### src/rtl/piso_serializer.sv
// Framed parallel-in/serial-out transmitter: start bit, WIDTH data bits LSB first, optional even parity, stop bit.
// Define PISO_SERIALIZER_PARITY_EN to insert the even-parity bit between the data bits and the stop bit.
module piso_serializer #(
    parameter int WIDTH        = 8,
    parameter int CLKS_PER_BIT = 1
) (
    input  logic             clk,
    input  logic             rst,
    input  logic [WIDTH-1:0] din,
    input  logic             load,
    output logic             ready,
    output logic             q,
    output logic             busy,
    output logic             done
);

    localparam int SUB_W = ($clog2(CLKS_PER_BIT + 1) < 1) ? 1 : $clog2(CLKS_PER_BIT + 1);
    localparam int BIT_W = ($clog2(WIDTH + 1) < 1) ? 1 : $clog2(WIDTH + 1);
    localparam logic [SUB_W-1:0] SUB_LAST = SUB_W'(CLKS_PER_BIT - 1);
    localparam logic [BIT_W-1:0] BIT_LAST = BIT_W'(WIDTH - 1);

    typedef enum logic [2:0] {
        ST_IDLE   = 3'd0,
        ST_START  = 3'd1,
        ST_DATA   = 3'd2,
`ifdef PISO_SERIALIZER_PARITY_EN
        ST_PARITY = 3'd3,
`endif
        ST_STOP   = 3'd4
    } state_t;

    state_t           state_r, state_s;
    logic [WIDTH-1:0] shift_r, shift_s;
    logic [BIT_W-1:0] bit_cnt_r, bit_cnt_s;
    logic [SUB_W-1:0] sub_cnt_r, sub_cnt_s;
    logic             period_end_s;
    logic             q_r, ready_r, busy_r, done_r;
    logic             q_s, ready_s, busy_s, done_s;
`ifdef PISO_SERIALIZER_PARITY_EN
    logic             par_r, par_s;
`endif

    function automatic logic even_parity(input logic [WIDTH-1:0] d);
        return ^d;
    endfunction

    // State, datapath and registered outputs; reset wins over any load on the same edge.
    always_ff @(posedge clk) begin
        if (rst) begin
            state_r   <= ST_IDLE;
            shift_r   <= '0;
            bit_cnt_r <= '0;
            sub_cnt_r <= '0;
            q_r       <= 1'b1;
            ready_r   <= 1'b1;
            busy_r    <= 1'b0;
            done_r    <= 1'b0;
`ifdef PISO_SERIALIZER_PARITY_EN
            par_r     <= 1'b0;
`endif
        end else begin
            state_r   <= state_s;
            shift_r   <= shift_s;
            bit_cnt_r <= bit_cnt_s;
            sub_cnt_r <= sub_cnt_s;
            q_r       <= q_s;
            ready_r   <= ready_s;
            busy_r    <= busy_s;
            done_r    <= done_s;
`ifdef PISO_SERIALIZER_PARITY_EN
            par_r     <= par_s;
`endif
        end
    end

    // Next-state and datapath update; every non-idle state lasts one full bit period.
    always_comb begin
        state_s      = state_r;
        shift_s      = shift_r;
        bit_cnt_s    = bit_cnt_r;
        sub_cnt_s    = sub_cnt_r;
`ifdef PISO_SERIALIZER_PARITY_EN
        par_s        = par_r;
`endif
        period_end_s = (sub_cnt_r == SUB_LAST);
        case (state_r)
            ST_IDLE: begin
                if (load) begin
                    state_s   = ST_START;
                    shift_s   = din;
                    bit_cnt_s = '0;
                    sub_cnt_s = '0;
`ifdef PISO_SERIALIZER_PARITY_EN
                    par_s     = even_parity(din);
`endif
                end else begin
                    state_s = ST_IDLE;
                end
            end
            ST_START: begin
                if (period_end_s) begin
                    state_s   = ST_DATA;
                    sub_cnt_s = '0;
                end else begin
                    sub_cnt_s = sub_cnt_r + 1'b1;
                end
            end
            ST_DATA: begin
                if (period_end_s) begin
                    sub_cnt_s = '0;
                    shift_s   = shift_r >> 1'b1;
                    bit_cnt_s = bit_cnt_r + 1'b1;
                    if (bit_cnt_r == BIT_LAST) begin
`ifdef PISO_SERIALIZER_PARITY_EN
                        state_s = ST_PARITY;
`else
                        state_s = ST_STOP;
`endif
                    end else begin
                        state_s = ST_DATA;
                    end
                end else begin
                    sub_cnt_s = sub_cnt_r + 1'b1;
                end
            end
`ifdef PISO_SERIALIZER_PARITY_EN
            ST_PARITY: begin
                if (period_end_s) begin
                    state_s   = ST_STOP;
                    sub_cnt_s = '0;
                end else begin
                    sub_cnt_s = sub_cnt_r + 1'b1;
                end
            end
`endif
            ST_STOP: begin
                if (period_end_s) begin
                    state_s   = ST_IDLE;
                    sub_cnt_s = '0;
                end else begin
                    sub_cnt_s = sub_cnt_r + 1'b1;
                end
            end
            default: begin
                state_s = ST_IDLE;
            end
        endcase
    end

    // Output decode from the upcoming state, so the registered outputs line up with it.
    always_comb begin
        q_s     = 1'b1;
        ready_s = 1'b0;
        busy_s  = 1'b1;
        case (state_s)
            ST_IDLE: begin
                q_s     = 1'b1;
                ready_s = 1'b1;
                busy_s  = 1'b0;
            end
            ST_START:  q_s = 1'b0;
            ST_DATA:   q_s = shift_s[0];
`ifdef PISO_SERIALIZER_PARITY_EN
            ST_PARITY: q_s = par_s;
`endif
            ST_STOP:   q_s = 1'b1;
            default: begin
                q_s     = 1'b1;
                ready_s = 1'b1;
                busy_s  = 1'b0;
            end
        endcase
        if ((state_r == ST_STOP) && (state_s == ST_IDLE)) begin
            done_s = 1'b1;
        end else begin
            done_s = 1'b0;
        end
    end

    assign q     = q_r;
    assign ready = ready_r;
    assign busy  = busy_r;
    assign done  = done_r;

endmodule
### config.mk
export PLATFORM = sky130hd
export DESIGN_NAME = piso_serializer
export DESIGN_NICKNAME = d
export VERILOG_FILES = /design/src/rtl/piso_serializer.sv
export SDC_FILE = /design/constraint.sdc
export NUM_CORES = 1
export LEC_CHECK = 0
export BUFFER_PORTS_ARGS = -buffer_cell sky130_fd_sc_hd__buf_2
export CORE_ASPECT_RATIO = 0.7
export CORE_UTILIZATION = 31
export DETAILED_ROUTE_END_ITERATION = 7
export GPL_ROUTABILITY_DRIVEN = 0
export PLACE_DENSITY_LB_ADDON = 0.12
export SYNTH_ARGS = -nofsm -noshare
export SYNTH_HDL_FRONTEND = slang
export SYNTH_SLANG_ARGS = --single-unit
export TNS_END_PERCENT = 20
### constraint.sdc
create_clock -name clk -period 1.41 [get_ports clk]
set_input_delay 0.282 -clock clk [delete_from_list [all_inputs] [get_ports clk]]
set_output_delay 0.282 -clock clk [all_outputs]
set_load 0.02 [all_outputs]
==> results of run 1 <==
## through the flow
stage / std cells / area (um2) / utilization, % / worst slack [ns] / hold WS (ns)
after CTS: 137 / 995 / 40.2 / 0.0271 / 0.258
final: 138 / 1020 / 41.3 / 0.0563 / 0.260
after global placement: 133 / 950 / 38.3 / 0.0478 / 0.462
after detailed placement: 133 / 950 / 38.3 / 0.0431 / 0.465
after floorplan: 84 / 812 / - / 0.0270 / 0.418
after global routing: 138 / 1020 / 41.3 / 0.00137 / 0.279
## tightest hold or removal path: cells and delay by family
kind                   cells  cell delay, ns
AO/OA/AOI/OAI              1            0.05
buffers and inverters      1            0.09
AND/OR/NAND/NOR            1            0.04
## flip-flops by register name, indices dropped and copies added (netlist names)
signal	cells
bit_cnt_r	4
busy	1
q	1
done	1
ready	1
state_r	3
shift_r	8
## cell usage after synthesis, drive strengths merged
master  number  area [um2]
buf          5        31.3
inv          1        3.75
a211oi       2        20.0
or3b         1        11.3
nand2        4        15.0
nor4         1        6.26
or3          1        6.26
nor4bb       1        10.0
nor3b        1        7.51
nor4b        3        41.3
o31a         2        17.5
or4b         1        10.0
ha           1        12.5
a21oi       12        60.1
mux2         1        15.0
xnor2        1        8.76
nand2b       1        6.26
nor2         1        3.75
nand3       12        60.1
a31oi        1        6.26
o21ai        1        5.00
dfxtp       19         380
a22oi        6        45.0
mux2i        1        10.0
or4          1        7.51
clkbuf       3        11.3
## what timing repair did
action / 4_1_cts / 5_1_grt
resized for setup: 0 / 3
hold buffers: 0 / 0
hold endpoints to repair: 0 / 0
endpoints found under the setup margin: 0 / 7
setup buffers: 0 / 1
## how the worst max path moves through the flow
| stage | from | to | cells after the start |
|---|---|---|---|
| 6_report | state_r[0]$_SDFF_PP0_ | bit_cnt_r[3]$_SDFFE_PP0P_ | 4 |
| 3_3_place_gp | state_r[1]$_SDFF_PP0_ | bit_cnt_r[2]$_SDFFE_PP0P_ | 3 |
| 4_1_cts | state_r[1]$_SDFF_PP0_ | bit_cnt_r[2]$_SDFFE_PP0P_ | 3 |
| 3_5_place_dp | state_r[1]$_SDFF_PP0_ | bit_cnt_r[2]$_SDFFE_PP0P_ | 3 |
| 2_1_floorplan | state_r[1]$_SDFF_PP0_ | bit_cnt_r[2]$_SDFFE_PP0P_ | 4 |
| 5_1_grt | state_r[0]$_SDFF_PP0_ | bit_cnt_r[3]$_SDFFE_PP0P_ | 4 |
## layer usage
layer	GRT usage (%)	routed length, um	vias up
li1	-	-	352
met1	17.7	891	329
met2	18.1	668	17
met3	6.31	111	2
met4	4.09	14	0
met5	0	0	-
## layout make-up
cell class                      instances  share of cell area [%]
Clock buffer                            4                    4.41
Inverter                                1                   0.367
Multi-Input combinational cell         56                    38.2
Sequential cell                        19                    37.5
Tap cell                               34                    4.16
Timing Repair Buffer                   24                    15.4
## cells by family (layout without fill, tap and decap cells)
kind of cell               count (synthesis)  after routing
and+or+nand+nor                           28             28
adders and majority gates                  1              1
buffers and inverters                      9             29
DFF                                       19             19
xor gates and xnor gates                   1              1
AOI/OAI and AO/OA                         24             24
muxes                                      2              2
## where the power goes
part           internal (W)  leakage [nW]  total (W)  switching, W
sequential         0.000573         0.156   0.000592     0.0000187
clock              0.000201        0.0228   0.000380      0.000179
combinational      0.000102         0.214   0.000207      0.000105
==> metrics.txt, run 1 <==
Top Ports 15; Worst EP arrival 1.50 ns; most frequent cells in the layout dfxtp_1 (17), buf_2 (14), nand3_1 (12), a21oi_1 (12), buf_4 (9); Clock Skews 0.00162 ns; critical path's slowest cell or4b_1; critical path peak fanout 10; Reg2Reg Launch Point state_r[0]$_SDFF_PP0_; # setup viols final 0; CTS Buffer Depth 2; mux contribution to synthesized area 3.08%; Syn Nets 96; Post-Synth Adder-Cell Area 1.54%; total track usage 13.0%; Worst-path clk slew 0.07 ns; share of layout cells above drive strength 1 32.7%; Chip Width 63.2 um; commonest non-fill, non-tap cell in the layout dfxtp_1; full die area 2830 um2; fill count 269; grt ovf 0; Max Slew Vio Count 0; R2R cell count 4; WHS Path Cells 3; Synth Cell Area 812 um2; Num CTS Buffers 3; critical path launch point type register; worst hold path type in -> reg; share of the clock period used by the worst path 96.0%; Initial DRC Count 17; Yosys reg bits 19; H-tree levels 1; router iterations before antenna repair 4; Compound-Gate Fraction of Synth Area 19.0%; XOR/XNOR Fraction of Synth Area 1.08%; hold endpoint shift_r[7]$_SDFFE_PP0P_; die height 44.8 um; min-delay src din[7]; final hold violation count 0; Overall Power 0.00118 W; site row count 15; LEAKAGE 0.393 nW; Setup Total Neg Slack 0 ns; Yosys warnings 0; Final min period 1.35 ns; DRC 0; crit path kind reg -> reg; Reg2Reg Setup Slack 0.06 ns; ANT cells 0; Post-DP HPWL 1.19 mm; R2R Path End bit_cnt_r[3]$_SDFFE_PP0P_; core area 2480 um2; Starting Density 32.8%; largest net degree at the start of global routing 12; Worst Setup End Kind register; fmax 739 MHz; Syn-to-layout area delta 25.9%; worst skew pair latency 0.25 ns; vias 700; Synth Area in Simple Gates 22.8%; register area 383 um2; root buffer cell clkbuf_8; worst-path cell chain or4b_1 -> buf_4 -> nand3_1 -> a31oi_1; Detail Route Antenna Nets 0; drt total wl 1.69 mm; CTS tree built; combinational family with the most area after synthesis simple AND/OR/NAND/NOR gates; Multi-input gate area 390 um2; initial antenna violation count 0; sequential area share after synthesis 46.8%; Unique masters post-synth 29; drt wl/cell 12.2 um; Worst path max stage delay 0.54 ns; worst slew pin tran 0.300 ns; gate count of the mapped netlist 84; Worst slew margin 79.8%; vias in the first global route 583; I/O Buffers 14; Max VDD drop 0.494 mV; Final nets 117; pwr/cell area 1150 nW/um2; syn_area_per_cell 9.67 um2; Sink Count 19; unrepaired setup endpoints after global routing no; CP top delay family simple AND/OR/NAND/NOR gates; Max Cap Violations 0; Req. time, crit path 1.56 ns; vias per cell 5.07; worst path bufs/invs 1; status completed; first-pass GRT wire length 2.71 mm
Power figures use the tool's default switching activity.
==> run 2, diff against run 1 <==
--- a/config.mk
+++ b/config.mk
@@ -5,12 +5,13 @@
 export SDC_FILE = /design/constraint.sdc
 export NUM_CORES = 1
 export LEC_CHECK = 0
+export ABC_CLOCK_PERIOD_IN_PS = 1410
 export BUFFER_PORTS_ARGS = -buffer_cell sky130_fd_sc_hd__buf_2
 export CORE_ASPECT_RATIO = 0.7
 export CORE_UTILIZATION = 31
 export DETAILED_ROUTE_END_ITERATION = 7
 export GPL_ROUTABILITY_DRIVEN = 0
-export PLACE_DENSITY_LB_ADDON = 0.12
+export SLEW_MARGIN = 10
 export SYNTH_ARGS = -nofsm -noshare
 export SYNTH_HDL_FRONTEND = slang
 export SYNTH_SLANG_ARGS = --single-unit
==> run 2 against run 1 <==
Against the previous run: core utilization is 0.050 points lower; critical path type unchanged; global-route usage is 1.1 points lower; worst hold slack improved by 0.010 ns; sequential cell count stayed put; critical path depth decreased by 1.
==> metrics.txt, run 2 (synthesized netlist as in run 1, its figures left out) <==
Worst path max stage delay 0.42 ns; Worst EP arrival 1.55 ns; Chip Width 63.2 um; Reg2Reg Launch Point state_r[1]$_SDFF_PP0_; Worst setup startpoint state_r[1]$_SDFF_PP0_; core area 2480 um2; I/O Buffers 14; share of the clock period used by the worst path 97.0%; largest net degree at the start of global routing 18; drt wl/cell 12.3 um; Detail Route Antenna Nets 0; Layout Cells excl Fill 138; pwr/cell area 1150 nW/um2; R2R cell count 3; critical path's slowest cell or3b_4; Sw Ratio 25.3%; Reg2Reg Setup Slack 0.04 ns; final design utilization 41.2%; worst slew pin tran 0.353 ns; largest reg by FF count shift_r; Hold-fix buffers, CTS 0; Final min period 1.37 ns; Num CTS Buffers 3; root buffer cell clkbuf_8; Sink Count 19; die height 44.8 um; Req. time, crit path 1.59 ns; Final nets 117; full die area 2830 um2; vias in the first global route 592; Clock power frac 31.7%; router iterations before antenna repair 6; R2R Path End bit_cnt_r[2]$_SDFFE_PP0P_; share of layout cells above drive strength 1 30.8%; CTS Buffer Depth 2; Starting Density 32.8%; ANT cells 0; total track usage 11.9%; grt ovf 0; CTS tree built; drt total wl 1.69 mm; hold_ws 0.271 ns; status completed; commonest non-fill, non-tap cell in the layout dfxtp_1; critical path peak fanout 4; Max Slew Vio Count 0; vias per cell 5.09; LEAKAGE 0.388 nW; dpl cells 133; top flop regs shift_r x8, bit_cnt_r x4, state_r x3; initial antenna violation count 0; Post-DP HPWL 1.13 mm; DRC 0; fmax 731 MHz; switching power 0.000296 W; H-tree levels 1; Initial DRC Count 23; Max Cap Violations 0; worst skew pair latency 0.25 ns; critical path launch point type register; site row count 15; Syn-to-layout area delta 25.7%; Worst setup endpoint bit_cnt_r[2]$_SDFFE_PP0P_; worst-path cell chain or3b_4 -> mux2_4 -> a211oi_2; # setup viols final 0; Max VDD drop 0.460 mV; Reg power frac 50.5%; Combinational Power Share 17.7%; Clock Skews 0.00117 ns; worst hold path type in -> reg; first-pass GRT wire length 2.59 mm; crit path kind reg -> reg; internal power 0.000873 W; Top Ports 15; Worst Setup End Kind register; final hold violation count 0; most frequent cells in the layout dfxtp_1 (19), buf_2 (14), nand3_1 (12), a21oi_1 (12), buf_4 (8); max reg flops 8; Worst-path clk slew 0.07 ns; vias 702; Worst slew margin 76.3%
==> run 2: worst max-delay path, delay by kind of cell, from the launching register on <==
| family | cells | cell delay, ns |
|---|---|---|
| AOI/OAI and AO/OA | 1 | 0.20 |
| DFF | 1 | 0.37 |
| muxes | 1 | 0.31 |
| and+or+nand+nor | 1 | 0.42 |
==> run 2: power by group through the flow <==
| stage | Clock, W | Sequential [W] | Combinational (W) |
|---|---|---|---|
| final | 0.000371 | 0.000591 | 0.000207 |
| after global routing | 0.000406 | 0.000594 | 0.000226 |
| after CTS | 0.000376 | 0.000591 | 0.000195 |
| after detailed placement | 0 | 0.000602 | 0.000194 |
| after global placement | 0 | 0.000600 | 0.000194 |
| after floorplan | 0 | 0.000609 | 0.000122 |
==> run 2: per-stage QoR <==
step           cell area [um2]  setup WS (ns)  total power, W  setup TNS (ns)
5_1_grt                   1020       -0.00977         0.00123         -0.0156
4_1_cts                    995         0.0374         0.00116               0
6_report                  1020         0.0424         0.00117               0
3_3_place_gp               950         0.0864        0.000794               0
2_1_floorplan              812         0.0270        0.000732               0
3_5_place_dp               950         0.0569        0.000796               0
==> run 2: repair_timing <==
action | in CTS | in global routing
buffers inserted | 0 | 0
resized for setup | 0 | 3
endpoints found under the setup margin | 0 | 3
==> run 2: layout make-up <==
type                       count  area, um2
sequential                    19        380
multi-input combinational     56        397
tap                           34       42.5
fill                         259       1460
clock buffer                   4       45.0
timing repair buffer          24        153
inverter                       1       3.75
==> run 2: how the worst min path moves through the flow <==
stage / startpoint / to / slack [ns] / cells after the start
after detailed placement: shift_r[2]$_SDFFE_PP0P_ / shift_r[2]$_SDFFE_PP0P_ / 0.46 / 2
after floorplan: din[7] / shift_r[7]$_SDFFE_PP0P_ / 0.42 / 2
after global placement: state_r[1]$_SDFF_PP0_ / done$_SDFF_PP0_ / 0.45 / 1
final: din[7] / shift_r[7]$_SDFFE_PP0P_ / 0.27 / 3
after global routing: din[7] / shift_r[7]$_SDFFE_PP0P_ / 0.29 / 3
after CTS: din[7] / shift_r[7]$_SDFFE_PP0P_ / 0.27 / 3
==> run 2: routing by layer <==
metal  up-vias  part of all wire [%]  global-route usage (%)
met5         -                     0                       0
met4         0                  0.30                    2.73
met3         2                   6.8                    4.55
met2        23                    42                    18.9
met1       326                    51                    15.6
li1        351                     -                       -
==> run 3, diff against run 2 <==
--- a/config.mk
+++ b/config.mk
@@ -7,10 +7,10 @@
 export LEC_CHECK = 0
 export ABC_CLOCK_PERIOD_IN_PS = 1410
 export BUFFER_PORTS_ARGS = -buffer_cell sky130_fd_sc_hd__buf_2
-export CORE_ASPECT_RATIO = 0.7
-export CORE_UTILIZATION = 31
+export CORE_UTILIZATION = 47
 export DETAILED_ROUTE_END_ITERATION = 7
 export GPL_ROUTABILITY_DRIVEN = 0
+export PLACE_DENSITY = 0.72
 export SLEW_MARGIN = 10
 export SYNTH_ARGS = -nofsm -noshare
 export SYNTH_HDL_FRONTEND = slang
==> run 3 against run 2 <==
Against the previous run: the flow now finishes with violations (design-rule violations); register-to-register slack improved by 0.02 ns; sequential power barely moved; fmax rose by 1.4%; largest cell class unchanged; critical endpoint unchanged; worst setup slack improved by 0.018 ns; highest routed layer unchanged; wire length fell by 1.5%; clock power fell by 25%; count of clock-buffer cells in the layout did not move; largest power group unchanged; final area fell by 3.3%; die area fell by 33%; sequential cell count did not move.
==> metrics.txt, run 3 (synthesized netlist as in run 1, its figures left out) <==
Post-DP HPWL 1.23 mm; final design utilization 63.3%; critical path launch point type register; largest net degree at the start of global routing 15; fmax 741 MHz; Final nets 119; full die area 1900 um2; vias 710; status finished, violations left; root buffer cell clkbuf_4; failing checks design-rule violations; worst slew pin tran 0.363 ns; critical path peak fanout 6; Worst EP arrival 1.58 ns; Starting Density 52.1%; first-pass GRT wire length 2.75 mm; die height 43.6 um; core area 1560 um2; share of the clock period used by the worst path 95.7%; Sink Count 19; min-delay src rst; grt ovf 0; CP top delay family simple AND/OR/NAND/NOR gates; unrepaired setup endpoints after global routing yes; Worst setup startpoint state_r[0]$_SDFF_PP0_; fin area 987 um2; critical path's slowest cell or3b_4; max reg flops 8; worst-path cell chain or3b_4 -> mux2_4 -> a211oi_2; top flop regs shift_r x8, bit_cnt_r x4, state_r x3; Max Slew Vio Count 0; commonest non-fill, non-tap cell in the layout dfxtp_1; most frequent cells in the layout dfxtp_1 (17), buf_2 (14), nand3_1 (12), a21oi_1 (12), buf_4 (12); postcts setup bufs 0; share of layout cells above drive strength 1 34.9%; Reg2Reg Launch Point state_r[0]$_SDFF_PP0_; vias in the first global route 640; Max Cap Violations 0; initial antenna violation count 0; site row count 14; worst path bufs/invs 0; crit path kind reg -> reg; worst hold path type in -> reg; CTS Buffer Depth 2; Chip Width 43.6 um; Num CTS Buffers 3; ANT cells 0; drt total wl 1.67 mm; Clock Skews 0.00325 ns; DRC 5; pwr/cell area 1090 nW/um2; Worst Setup End Kind register; worst skew pair latency 0.29 ns; dpl cell area 950 um2; Worst path max stage delay 0.42 ns; largest reg by FF count shift_r; total track usage 19.5%; final hold violation count 0; Final min period 1.35 ns; # setup viols final 0; Syn-to-layout area delta 21.6%; vias per cell 5.82; Detail Route Antenna Nets 0; Req. time, crit path 1.64 ns; Top Ports 15; router iterations before antenna repair 6; drt wl/cell 13.6 um; Worst slew margin 75.6%; Initial DRC Count 20; H-tree levels 1; Hold-fix buffers, CTS 0; Max VDD drop 0.744 mV; Worst-path clk slew 0.11 ns; I/O Buffers 14; cts repair resizes 0; Setup Total Neg Slack 0 ns; CTS tree built; LEAKAGE 0.390 nW
run 3: cell types whose count changed in the layout (fill, tap and decap cells not counted):
cell | before | now
clkbuf_8 | 3 | 0
buf_6 | 1 | 0
dfxtp_1 | 19 | 17
nor4b_1 | 2 | 1
nor2_1 | 1 | 0
nor2_2 | 0 | 1
buf_4 | 8 | 12
nor4b_2 | 0 | 1
dfxtp_2 | 0 | 2
clkdlybuf4s15_2 | 1 | 0
nor3b_1 | 0 | 1
clkbuf_4 | 0 | 3
nor3b_4 | 1 | 0
run 3: final timing paths:
kind                            slack, ns                   endpoint  depth (start not counted)
worst max-delay path                 0.06  bit_cnt_r[2]$_SDFFE_PP0P_                          3
worst min-delay path                 0.19            done$_SDFF_PP0_                          2
worst max register to register       0.06  bit_cnt_r[2]$_SDFFE_PP0P_                          3
worst min register to register       0.48    shift_r[2]$_SDFFE_PP0P_                          2
run 3: layout make-up:
| type | instances | area (um2) |
|---|---|---|
| Timing Repair Buffer | 26 | 160 |
| Inverter | 1 | 3.75 |
| Sequential cell | 19 | 383 |
| Fill cell | 130 | 572 |
| Multi-Input combinational cell | 56 | 394 |
| Clock buffer | 4 | 26.3 |
| Tap cell | 16 | 20.0 |
run 3: power breakdown:
group	leakage, nW	internal (W)	switching, W
registers	0.156	0.000573	0.0000208
clock network	0.0150	0.000110	0.000166
logic	0.218	0.0000973	0.000104
run 3: layer usage:
metal / routed length (um) / up-vias / track usage (%)
met4: 12 / 0 / 5.63
met5: 0 / - / 0
li1: - / 356 / -
met1: 750 / 338 / 24.3
met3: 52 / 2 / 3.75
met2: 849 / 14 / 34.0
run 3: stage by stage:
step | setup slack (ns) | cells | power (W) | hold WS (ns)
6_report | 0.0606 | 122 | 0.00107 | 0.193
5_1_grt | -0.00849 | 122 | 0.00112 | 0.206
4_1_cts | 0.0101 | 122 | 0.00107 | 0.192
3_5_place_dp | 0.0328 | 118 | 0.000805 | 0.464
3_3_place_gp | 0.0897 | 118 | 0.000797 | 0.462
2_1_floorplan | 0.0270 | 84 | 0.000732 | 0.418
